==> src/rtl/pos_profile_sequencer_pkg.sv <==
// Shared state/status codes, command bundle and helpers
// for the single-axis point-to-point profile sequencer.
package pos_profile_sequencer_pkg;

  localparam logic [2:0] ST_IDLE   = 3'd0;
  localparam logic [2:0] ST_ACCEL  = 3'd1;
  localparam logic [2:0] ST_CRUISE = 3'd2;
  localparam logic [2:0] ST_DECEL  = 3'd3;
  localparam logic [2:0] ST_SETTLE = 3'd4;

  localparam logic [1:0] STS_OK      = 2'b00;
  localparam logic [1:0] STS_ABORT   = 2'b01;
  localparam logic [1:0] STS_TIMEOUT = 2'b10;
  localparam logic [1:0] STS_BADCMD  = 2'b11;

  localparam int DIVIDER_DEF = 5000;

  typedef struct packed {
    logic signed [31:0] target;
    logic [15:0]        vmax;
    logic [15:0]        accel;
  } move_cmd_t;

  // |a-b| without overflow: 33-bit signed diff, unsigned result
  function automatic logic [32:0] abs_diff(
    input logic signed [31:0] a,
    input logic signed [31:0] b
  );
    logic signed [32:0] d;
    d = {a[31], a} - {b[31], b};
    return d[32] ? (~d + 33'd1) : d;
  endfunction

endpackage

==> src/rtl/pos_profile_sequencer_if.sv <==
// Move command handshake between a host and one
// axis sequencer: valid/ready plus the command fields.
interface pos_profile_sequencer_if;

  logic               cmd_valid;
  logic               cmd_ready;
  logic signed [31:0] cmd_target;
  logic [15:0]        cmd_vmax;
  logic [15:0]        cmd_accel;

  modport master (
    output cmd_valid,
    output cmd_target,
    output cmd_vmax,
    output cmd_accel,
    input  cmd_ready
  );

  modport slave (
    input  cmd_valid,
    input  cmd_target,
    input  cmd_vmax,
    input  cmd_accel,
    output cmd_ready
  );

endinterface

==> src/rtl/ctrl_tick_gen.sv <==
// Control-rate tick: one-clk pulse every DIVIDER clocks,
// first pulse on the first clock after reset release.
module ctrl_tick_gen #(
  parameter int DIVIDER = 5000
) (
  input  logic clk,
  input  logic reset_n,
  output logic tick
);

  localparam int CW = (DIVIDER > 1) ? $clog2(DIVIDER) : 1;

  logic [CW-1:0] cnt;

  // Free-running divider, wraps at DIVIDER-1
  always_ff @(posedge clk or negedge reset_n) begin
    if (!reset_n) begin
      cnt <= '0;
    end else if (cnt == CW'(DIVIDER - 1)) begin
      cnt <= '0;
    end else begin
      cnt <= cnt + CW'(1);
    end
  end

  assign tick = (cnt == '0);

endmodule

==> src/rtl/pos_profile_sequencer.sv <==
// Trapezoid/triangle setpoint sequencer with settle
// supervision; drives desired_pos of one PID axis.
module pos_profile_sequencer
  import pos_profile_sequencer_pkg::*;
#(
  parameter int DIVIDER        = DIVIDER_DEF,
  parameter int INPOS_WIN      = 100,
  parameter int SETTLE_TICKS   = 20,
  parameter int SETTLE_TIMEOUT = 20000
) (
  input  logic                   clk,
  input  logic                   reset_n,
  pos_profile_sequencer_if.slave cmd,
  input  logic                   abort,
  input  logic signed [31:0]     actual_pos,
  output logic signed [31:0]     desired_pos,
  output logic                   busy,
  output logic                   done,
  output logic [1:0]             status,
  output logic [2:0]             phase
);

  localparam int WCW = $clog2(SETTLE_TICKS + 1);
  localparam int TCW = $clog2(SETTLE_TIMEOUT + 1);

  logic               tick;
  logic [2:0]         state;
  logic [2:0]         state_n;
  logic [2:0]         mv_n;
  move_cmd_t          cq;
  logic signed [31:0] pos_cmd;
  logic signed [31:0] pos_nx;
  logic signed [31:0] step_s;
  logic [15:0]        vel;
  logic [15:0]        v_n;
  logic [15:0]        v_up;
  logic [15:0]        v_dn;
  logic [15:0]        step;
  logic [16:0]        vel_sum;
  logic [31:0]        ramp_dist;
  logic [31:0]        ramp_n;
  logic [31:0]        ramp_sat;
  logic [32:0]        ramp_sum;
  logic [32:0]        cruise_lim;
  logic [32:0]        rem;
  logic [32:0]        perr;
  logic               dir;
  logic [WCW-1:0]     win_cnt;
  logic [WCW-1:0]     win_n;
  logic [WCW-1:0]     win_d;
  logic [TCW-1:0]     tmo_cnt;
  logic [TCW-1:0]     tmo_n;
  logic [TCW-1:0]     tmo_d;
  logic               inwin;
  logic               cmd_bad;
  logic               done_n;
  logic [1:0]         status_n;

  ctrl_tick_gen #(
    .DIVIDER(DIVIDER)
  ) u_tick (
    .clk    (clk),
    .reset_n(reset_n),
    .tick   (tick)
  );

  assign cmd.cmd_ready = (state == ST_IDLE);
  assign busy          = (state != ST_IDLE);
  assign phase         = state;
  assign cmd_bad       = (cmd.cmd_vmax == '0) ||
                         (cmd.cmd_accel == '0);

  // Next velocity/step for one control tick
  always_comb begin
    rem        = abs_diff(cq.target, pos_cmd);
    vel_sum    = {1'b0, vel} + {1'b0, cq.accel};
    v_up       = (vel_sum >= {1'b0, cq.vmax}) ?
                 cq.vmax : vel_sum[15:0];
    v_dn       = (vel > cq.accel) ?
                 vel - cq.accel : 16'd1;
    ramp_sum   = {1'b0, ramp_dist} + {17'd0, v_up};
    ramp_sat   = ramp_sum[32] ? '1 : ramp_sum[31:0];
    cruise_lim = {1'b0, ramp_dist} + {17'd0, cq.vmax};
    v_n        = vel;
    mv_n       = state;
    ramp_n     = ramp_dist;
    case (state)
      ST_ACCEL: begin
        // braking starts on the very tick distance runs out
        if (rem <= {1'b0, ramp_dist}) begin
          v_n  = v_dn;
          mv_n = ST_DECEL;
        end else begin
          v_n    = v_up;
          ramp_n = ramp_sat;
          if (v_up == cq.vmax) mv_n = ST_CRUISE;
        end
      end
      ST_CRUISE: begin
        v_n = cq.vmax;
        if (rem <= cruise_lim) mv_n = ST_DECEL;
      end
      ST_DECEL: v_n = v_dn;
      default: ;
    endcase
    step   = ({17'd0, v_n} < rem) ? v_n : rem[15:0];
    step_s = $signed({16'd0, step});
    pos_nx = dir ? pos_cmd - step_s : pos_cmd + step_s;
  end

  // In-position window and settle counters
  always_comb begin
    perr  = abs_diff(cq.target, actual_pos);
    inwin = (perr <= 33'(INPOS_WIN));
    win_n = inwin ? win_cnt + WCW'(1) : '0;
    tmo_n = tmo_cnt + TCW'(1);
  end

  // FSM next-state, completion pulse and status
  always_comb begin
    state_n  = state;
    done_n   = 1'b0;
    status_n = status;
    win_d    = win_cnt;
    tmo_d    = tmo_cnt;
    if (state == ST_IDLE) begin
      if (cmd.cmd_valid) begin
        win_d = '0;
        tmo_d = '0;
        if (cmd_bad) begin
          done_n   = 1'b1;
          status_n = STS_BADCMD;
        end else if (cmd.cmd_target == pos_cmd) begin
          state_n = ST_SETTLE;
        end else begin
          state_n = ST_ACCEL;
        end
      end
    end else if (abort) begin
      state_n  = ST_IDLE;
      done_n   = 1'b1;
      status_n = STS_ABORT;
    end else if (tick) begin
      if (state == ST_SETTLE) begin
        win_d = win_n;
        tmo_d = tmo_n;
        if (win_n == WCW'(SETTLE_TICKS)) begin
          state_n  = ST_IDLE;
          done_n   = 1'b1;
          status_n = STS_OK;
        end else if (tmo_n == TCW'(SETTLE_TIMEOUT)) begin
          state_n  = ST_IDLE;
          done_n   = 1'b1;
          status_n = STS_TIMEOUT;
        end
      end else if (rem == '0) begin
        state_n = ST_SETTLE;
      end else begin
        state_n = mv_n;
      end
    end
  end

  // FSM state and status registers
  always_ff @(posedge clk or negedge reset_n) begin
    if (!reset_n) begin
      state   <= ST_IDLE;
      done    <= 1'b0;
      status  <= STS_OK;
      win_cnt <= '0;
      tmo_cnt <= '0;
    end else begin
      state   <= state_n;
      done    <= done_n;
      status  <= status_n;
      win_cnt <= win_d;
      tmo_cnt <= tmo_d;
    end
  end

  // Profile datapath: command latch, position and velocity
  always_ff @(posedge clk or negedge reset_n) begin
    if (!reset_n) begin
      cq          <= '0;
      pos_cmd     <= '0;
      vel         <= '0;
      ramp_dist   <= '0;
      dir         <= 1'b0;
      desired_pos <= '0;
    end else begin
      desired_pos <= (state == ST_SETTLE) ?
                     cq.target : pos_cmd;
      if (state == ST_IDLE) begin
        if (cmd.cmd_valid) begin
          cq.target <= cmd.cmd_target;
          cq.vmax   <= cmd.cmd_vmax;
          cq.accel  <= cmd.cmd_accel;
          vel       <= '0;
          ramp_dist <= '0;
          dir       <= ($signed(cmd.cmd_target) < pos_cmd);
        end
      end else if (abort) begin
        vel <= '0;
      end else if (tick && state != ST_SETTLE) begin
        if (rem == '0) begin
          vel <= '0;
        end else begin
          pos_cmd   <= pos_nx;
          vel       <= v_n;
          ramp_dist <= ramp_n;
        end
      end
    end
  end

endmodule

==> src/flat_wrapper.sv <==
// flat-port wrapper written by rule: the top's interface ports become plain ports
module pos_profile_sequencer_flat import pos_profile_sequencer_pkg::*;
#(
  parameter int DIVIDER        = DIVIDER_DEF,
  parameter int INPOS_WIN      = 100,
  parameter int SETTLE_TICKS   = 20,
  parameter int SETTLE_TIMEOUT = 20000
)
  (clk, reset_n, abort, actual_pos, desired_pos, busy, done, status, phase, cmd_cmd_valid, cmd_cmd_target, cmd_cmd_vmax, cmd_cmd_accel, cmd_cmd_ready);
  pos_profile_sequencer_if cmd_i ();
  input  logic clk;
  input  logic reset_n;
  input  logic abort;
  input  logic signed [31:0] actual_pos;
  output logic signed [31:0] desired_pos;
  output logic busy;
  output logic done;
  output logic [1:0] status;
  output logic [2:0] phase;
  input wire logic [$bits(cmd_i.cmd_valid)-1:0] cmd_cmd_valid;
  input wire logic [$bits(cmd_i.cmd_target)-1:0] cmd_cmd_target;
  input wire logic [$bits(cmd_i.cmd_vmax)-1:0] cmd_cmd_vmax;
  input wire logic [$bits(cmd_i.cmd_accel)-1:0] cmd_cmd_accel;
  output wire logic [$bits(cmd_i.cmd_ready)-1:0] cmd_cmd_ready;
  assign cmd_i.cmd_valid = cmd_cmd_valid;
  assign cmd_i.cmd_target = cmd_cmd_target;
  assign cmd_i.cmd_vmax = cmd_cmd_vmax;
  assign cmd_i.cmd_accel = cmd_cmd_accel;
  assign cmd_cmd_ready = cmd_i.cmd_ready;
  pos_profile_sequencer #(.DIVIDER(DIVIDER), .INPOS_WIN(INPOS_WIN), .SETTLE_TICKS(SETTLE_TICKS), .SETTLE_TIMEOUT(SETTLE_TIMEOUT)) u_core (.clk(clk), .reset_n(reset_n), .cmd(cmd_i), .abort(abort), .actual_pos(actual_pos), .desired_pos(desired_pos), .busy(busy), .done(done), .status(status), .phase(phase));
endmodule
==> config.mk <==
export PLATFORM = sky130hd
export DESIGN_NAME = pos_profile_sequencer_flat
export DESIGN_NICKNAME = d
export VERILOG_FILES = /design/src/rtl/pos_profile_sequencer_pkg.sv /design/src/rtl/pos_profile_sequencer_if.sv /design/src/rtl/ctrl_tick_gen.sv /design/src/rtl/pos_profile_sequencer.sv /design/src/flat_wrapper.sv
export SDC_FILE = /design/constraint.sdc
export NUM_CORES = 1
export LEC_CHECK = 0
export BUFFER_PORTS_ARGS = -buffer_cell sky130_fd_sc_hd__buf_2
export CELL_PAD_IN_SITES_DETAIL_PLACEMENT = 2
export CELL_PAD_IN_SITES_GLOBAL_PLACEMENT = 2
export CORE_ASPECT_RATIO = 1.75
export CORE_MARGIN = 3
export CORE_UTILIZATION = 41
export CTS_CLUSTER_DIAMETER = 60
export CTS_CLUSTER_SIZE = 14
export DETAILED_ROUTE_END_ITERATION = 8
export GPL_TIMING_DRIVEN = 0
export PLACE_DENSITY_LB_ADDON = 0.1
export SYNTH_ARGS = -nofsm -noshare
export SYNTH_HDL_FRONTEND = slang
export SYNTH_SLANG_ARGS = --single-unit
==> constraint.sdc <==
create_clock -name clk -period 26.9 [get_ports clk]
set_input_delay 2.69 -clock clk [delete_from_list [all_inputs] [get_ports clk]]
set_output_delay 2.69 -clock clk [all_outputs]
set_load 0.03 [all_outputs]
; Word-level counts from Yosys, hierarchy flattened
; Cells that the tools add are included.
[totals]
ff_bits = 216
elab_cells = 146
inputBits = 100
out_inout_bits = 40
[classes]
magnitude_cmp = 7
eq_ne = 19
bitwise_logic = 5
n_reduce_logical = 24
n_mux = 64
n_addsub = 13
[op_table]
columns = operator, n
row1 = 2-to-1 mux 32 bit, 10
row2 = 2-to-1 mux 16 bit, 9
row3 = 2-to-1 mux 15 bit, 5
row4 = adder 32 x 16 -> 33 bit, 2
row5 = adder 33 x 1 -> 33 bit (second input constant), 2
row6 = 2-to-1 mux 33 bit, 2
row7 = NOT 33 bit, 2
row8 = subtractor 32 x 32 -> 33 bit, 2
row9 = case mux 16 bit (3 select lines), 1
row10 = 2-to-1 mux 3 bit, 13
row11 = <= comparator 33 x 32 -> 1 bit, 1
row12 = <= comparator 33 bit, 1
row13 = <= comparator 33 x 7 -> 1 bit (second input constant), 1
row14 = logical NOT 33 bit, 1
row15 = < comparator 16 x 33 -> 1 bit, 1
row16 = adder 32 x 17 -> 32 bit, 1
row17 = equality test 32 bit, 1
row18 = logical NOT 16 bit, 2
row19 = < comparator 32 bit, 1
row20 = subtractor 32 x 17 -> 32 bit, 1
row21 = 2-to-1 mux 5 bit, 6
row22 = adder 16 x 16 -> 17 bit, 1
row23 = >= comparator 17 x 16 -> 1 bit, 1
row24 = equality test 16 bit, 1
row25 = other kinds (35), 64

; Longest topological paths before layout
[logic_depth]
ltp_word = 12
ltp_mapped = 62

; By module
; From an unflattened synthesis, not the netlist that was laid out.
[unflattened]
cells_unflattened = 3214
hier_area_um2 = 24812.5
[by_module_without_submodules]
columns = mod, instances, cells_per_inst, area_each_um2
row1 = pos_profile_sequencer, 1, 3151, 24139.4
row2 = ctrl_tick_gen, 1, 63, 673.1

; Worst setup path before layout
; No wires, ideal clock.
[synth_path]
path_type = register -> register
from = register u_core.cq[32] (netlist bit)
to = register u_core.pos_cmd[31]
setup_ns = 0.123
required_time_ns = 26.777
path_slack_ns = 15.526
t_arrival_ns = 11.251
stages_incl_launch_ff = 60
cell_sequence = dfrtp_1 inv_1 ha_1 inv_1 fa_1 a211oi_4 o211ai_2 a211oi_1 o21bai_1 xnor2_1 or3_4 or4_1 nand2_1 xnor2_1 ha_1 and3_1 nand3_1 or2_2 (+24 left out) nor2_1 xor2_1 ha_1 o21a_1 o21ai_0 nor2_1 o41ai_1 a31oi_1 a211oi_1 o31ai_1 o41ai_1 o2111ai_1 a21oi_1 o21ai_0 a31oi_1 xnor2_1 nor2_1 xnor2_1
[synth_between]
elab_chain_len = 11
word_cells_on_any_way = 15
[synth_lines]
columns = item, line
row1 = start: declaration, pos_profile_sequencer.sv:30  ; move_cmd_t cq;
row2 = subtractor 32 x 32 -> 33 bit *, pos_profile_sequencer_pkg.sv:30  ; d = {a[31], a} - {b[31], b};
row3 = NOT 33 bit, pos_profile_sequencer_pkg.sv:31  ; return d[32] ? (~d + 33'd1) : d;
row4 = adder 33 x 1 -> 33 bit, pos_profile_sequencer_pkg.sv:31
row5 = 2-to-1 mux 33 bit *, pos_profile_sequencer_pkg.sv:31
row6 = <= comparator 33 x 32 -> 1 bit, pos_profile_sequencer.sv:90  ; if (rem <= {1'b0, ramp_dist}) begin
row7 = 2-to-1 mux 16 bit, pos_profile_sequencer.sv:90
row8 = case mux 16 bit (3 select lines), pos_profile_sequencer.sv:87  ; case (state)
row9 = < comparator 16 x 33 -> 1 bit, pos_profile_sequencer.sv:106  ; step = ({17'd0, v_n} < rem) ? v_n : rem[15:0];
row10 = 2-to-1 mux 16 bit, pos_profile_sequencer.sv:106
row11 = adder 32 x 17 -> 32 bit / subtractor 32 x 17 -> 32 bit (equally long branches), pos_profile_sequencer.sv:108  ; pos_nx = dir ? pos_cmd - step_s : pos_cmd + step_s;
row12 = 2-to-1 mux 32 bit, pos_profile_sequencer.sv:108
row13 = end signal: assignment, pos_profile_sequencer.sv:208  ; pos_cmd <= pos_nx;
row14 = end: declaration, pos_profile_sequencer.sv:31  ; logic signed [31:0] pos_cmd;
; Mark *: on every way between the ends. The rest lies on a longest branch, timed or not.
; A chain may end at the register's enable or synchronous reset.

; Worst setup path after layout
; Same ends and word-level chain as after synthesis.

==> results.toml <==
[run_status]
outcome = "complete, no violations"

[sta]
setup_slack_ns = 9.40
slew-limit-headroom_pct = 10.1
setup_violations = 0
grt_setup_unrepaired = "no"
finClkSkew_ns = 0.0365
tightestPinTransition_ns = 1.34
tns_ns = 0
fin_crit_ns = 17.50
fmaxAchievable_mhz = 57.1
final-hold-violation-count = 0
fin_crit_sh_pct = 65.1
slew_violations = 0

[yosys]
synth.distinct_cells = 111
yosys_warnings = 0
synth_top_area_cell = "dfrtp_1"
yosysMostFrequentCell = "nand2_1"
ys_seq_area_share_pct = 22.0
synth.avg_cell_area_sq_um = 7.78
netlist_area_sq_um = 24500
synth-edff-count = 0
synthArstFlopShare_pct = 100
synthTopCellsByCount = "nand2_1 (332), ha_1 (294), o21ai_0 (247)"
ys_ff_latch = 216
syn_inst = 3153
syn_nets = 3554
synthTopCellsByArea = "dfrtp_1 (22%), ha_1 (15%), xnor2_1 (5.3%)"
synthFlopType = "dfrtp_1"
synth_top_area_share_pct = 22.0

[route]
dr.pass1.iters = 5
drt-initial-drc-count = 1061
drc = 0
detail_route.wl_per_cell_um = 28.2
totalWireLength_mm = 116
ant_nets = 0
num_vias = 25900
avgViaCountPerCell = 6.30

[setup_path]
critPathMaxStageDelay_ns = 0.92
crit_slowest_cell = "nor2_1"
rr_worst_depth = 56
cp.arrival_ns = 17.98
cp_max_fo = 10
cp_common_cell = "o21ai_0"
required_ns = 27.38
start_kind = "flop"
worstSetupPathType = "reg -> reg"
endpoint_kind = "flop"

[floorplanning]
pin_count = 140
rows = 118
core_sq_um = 59200
die_y_um = 330
die_w_um = 191
die_area_sq_um = 62900
initial_core_util_pct = 41.5

[power]
p_leak_uw = 0.0124
clkPwrFrac_pct = 9.0
power.density_nw_per_um2 = 153
comb_power_share_pct = 79.1
sw_frac_of_total_pct = 58.2
net-switching-power_uw = 2410
total_power_uw = 4150
p_seq_share_pct = 11.9
p_int_uw = 1730
peakVddDrop_mv = 0.0812

[finish]
drive_above_1_share_pct = 8.76
syn2layout_area_growth_pct = 10.5
fillers = 6925
nNetsFinal = 3721
final_util_pct = 45.8

[global_route]
grtUsageTotal_pct = 36.1
antenna_found_initial = 4
grt_overflow = 0
grt_max_degree = 107
grt_pass1_wl_mm = 174
first_global_vias = 29300

[flow_run]
max_cap_viol_count = 0

[place]
place_ws_ns = 9.99
place.gp.congestion = 0.948
io_buffer_count = 138
hpwlAfterDp_mm = 97.0

[clock_network]
cts_max_level = 1
cts_setup_buffers = 0
clk_latency_ns = 0.60
clk_path_buf_depth = 3
clkSinkCount = 216
cts_root_buffer = "clkbuf_16"
cts_resized = 0
cts_tree = "built"
cts_inserted_buffers = 24
holdBufCountCts = 0
clkTransAtPathRegs_ns = 0.07

[worst_hold_path]
hold_depth = 1
hold_path_class = "reg -> reg"
[layout make-up]
type	instances	area, sq um	share of cell area, %
Multi-Input combinational cell	2586	17800	65.5
Clock buffer	25	614	2.26
Inverter	234	878	3.24
Buffer	117	498	1.84
Clock inverter	13	215	0.793
Antenna cell	3	7.51	0.0277
Timing Repair Buffer	141	763	2.81
Sequential cell	216	5410	19.9
Tap cell	780	976	3.60
[layout by cell type, fill, tap and decap left out, types with 11 or more instances in the layout]
| cell type | count |
|---|---|
| nor2_1 | 212 |
| or4_1 | 12 |
| nor3_1 | 75 |
| nor4_1 | 44 |
| clkbuf_1 | 85 |
| a21oi_1 | 231 |
| a311oi_1 | 13 |
| xnor2_1 | 149 |
| a22o_1 | 18 |
| buf_2 | 153 |
| o31ai_1 | 29 |
| clkbuf_16 | 24 |
| a211o_1 | 11 |
| xor2_1 | 62 |
| nand4_1 | 59 |
| o21a_1 | 28 |
| o211ai_1 | 28 |
| or2_2 | 20 |
| and3_1 | 41 |
| a41o_1 | 14 |
| nand2_1 | 332 |
| nand3_1 | 96 |
| inv_1 | 231 |
| a211oi_1 | 33 |
| mux2_2 | 12 |
| mux2i_1 | 15 |
| o22ai_1 | 17 |
| a31oi_1 | 43 |
| o21bai_1 | 32 |
| and2_1 | 28 |
| nand2b_1 | 41 |
| nor2b_1 | 29 |
| ha_1 | 294 |
| dfrtp_1 | 216 |
| or3_1 | 24 |
| a21o_1 | 89 |
| o21ai_0 | 247 |
[flip-flops by register name (all words and copies together) (netlist names)]
name,count
u_core.pos_cmd,32
u_core.dir,1
u_core.vel,16
u_core.phase,3
u_core.tmo_cnt,15
u_core.cq,64
u_core.u_tick.cnt,13
u_core.ramp_dist,32
u_core.status,2
u_core.win_cnt,5
u_core.done,1
u_core.desired_pos,32
[through the flow]
step	hold slack [ns]	instance area (sq um)	std cells
after floorplan	0.450	24500	3153
after global placement	0.466	26200	4071
after detailed placement	0.507	26300	4074
after CTS	0.516	27100	4112
after global routing	0.539	27100	4115
final	0.514	27100	4115
[worst max-delay path: cells and delay by family (launching register included)]
kind | cells | cell delay [ns]
AOI/OAI and AO/OA | 27 | 9.06
and+or+nand+nor | 13 | 3.65
adders and majority gates | 6 | 1.92
xor gates and xnor gates | 5 | 1.33
buffers and inverters | 5 | 1.04
DFF | 1 | 0.38
[path summary, 6_finish.rpt]
check | start | end | slack, ns
max | u_core.cq[32]$_DFFE_PN0P_ | u_core.pos_cmd[31]$_DFFE_PN0P_ | 9.40
min | u_core.u_tick.cnt[11]$_DFF_PN0_ | u_core.u_tick.cnt[11]$_DFF_PN0_ | 0.51
max reg2reg | u_core.cq[32]$_DFFE_PN0P_ | u_core.pos_cmd[31]$_DFFE_PN0P_ | 9.40
min reg2reg | u_core.u_tick.cnt[11]$_DFF_PN0_ | u_core.u_tick.cnt[11]$_DFF_PN0_ | 0.51
max in group asynchronous | reset_n | u_core.pos_cmd[2]$_DFFE_PN0P_ | 24.06
min in group asynchronous | reset_n | u_core.win_cnt[0]$_DFFE_PN0P_ | 1.91
[power groups by stage]
| stage | Sequential [uW] | Clock [uW] | Combinational [uW] |
|---|---|---|---|
| floorplan | 490 | 0 | 2120 |
| global placement | 491 | 0 | 3010 |
| detailed placement | 497 | 0 | 3200 |
| CTS | 491 | 380 | 3240 |
| global route | 498 | 388 | 3540 |
| finish | 493 | 374 | 3280 |
[logic make-up after synthesis]
kind of cell             count (synthesis)  share of synthesized area [%]
flip-flops                             216                           22.0
AO/OA/AOI/OAI                          988                           26.8
multiplexers                            29                           1.25
XOR/XNOR                               211                           7.53
AND/OR/NAND/NOR                       1057                           21.2
buffers and inverters                  351                           5.61
adder cells (fa/ha/maj)                301                           15.6
[metal layers]
layer	GRT usage [%]	up-vias	wire length, um
li1	-	11800	-
met1	33.5	13000	39000
met2	69.7	684	62000
met3	3.10	392	3180
met4	30.7	2	12100
met5	0	-	17
No activity file was read; power rests on OpenSTA's default activity.
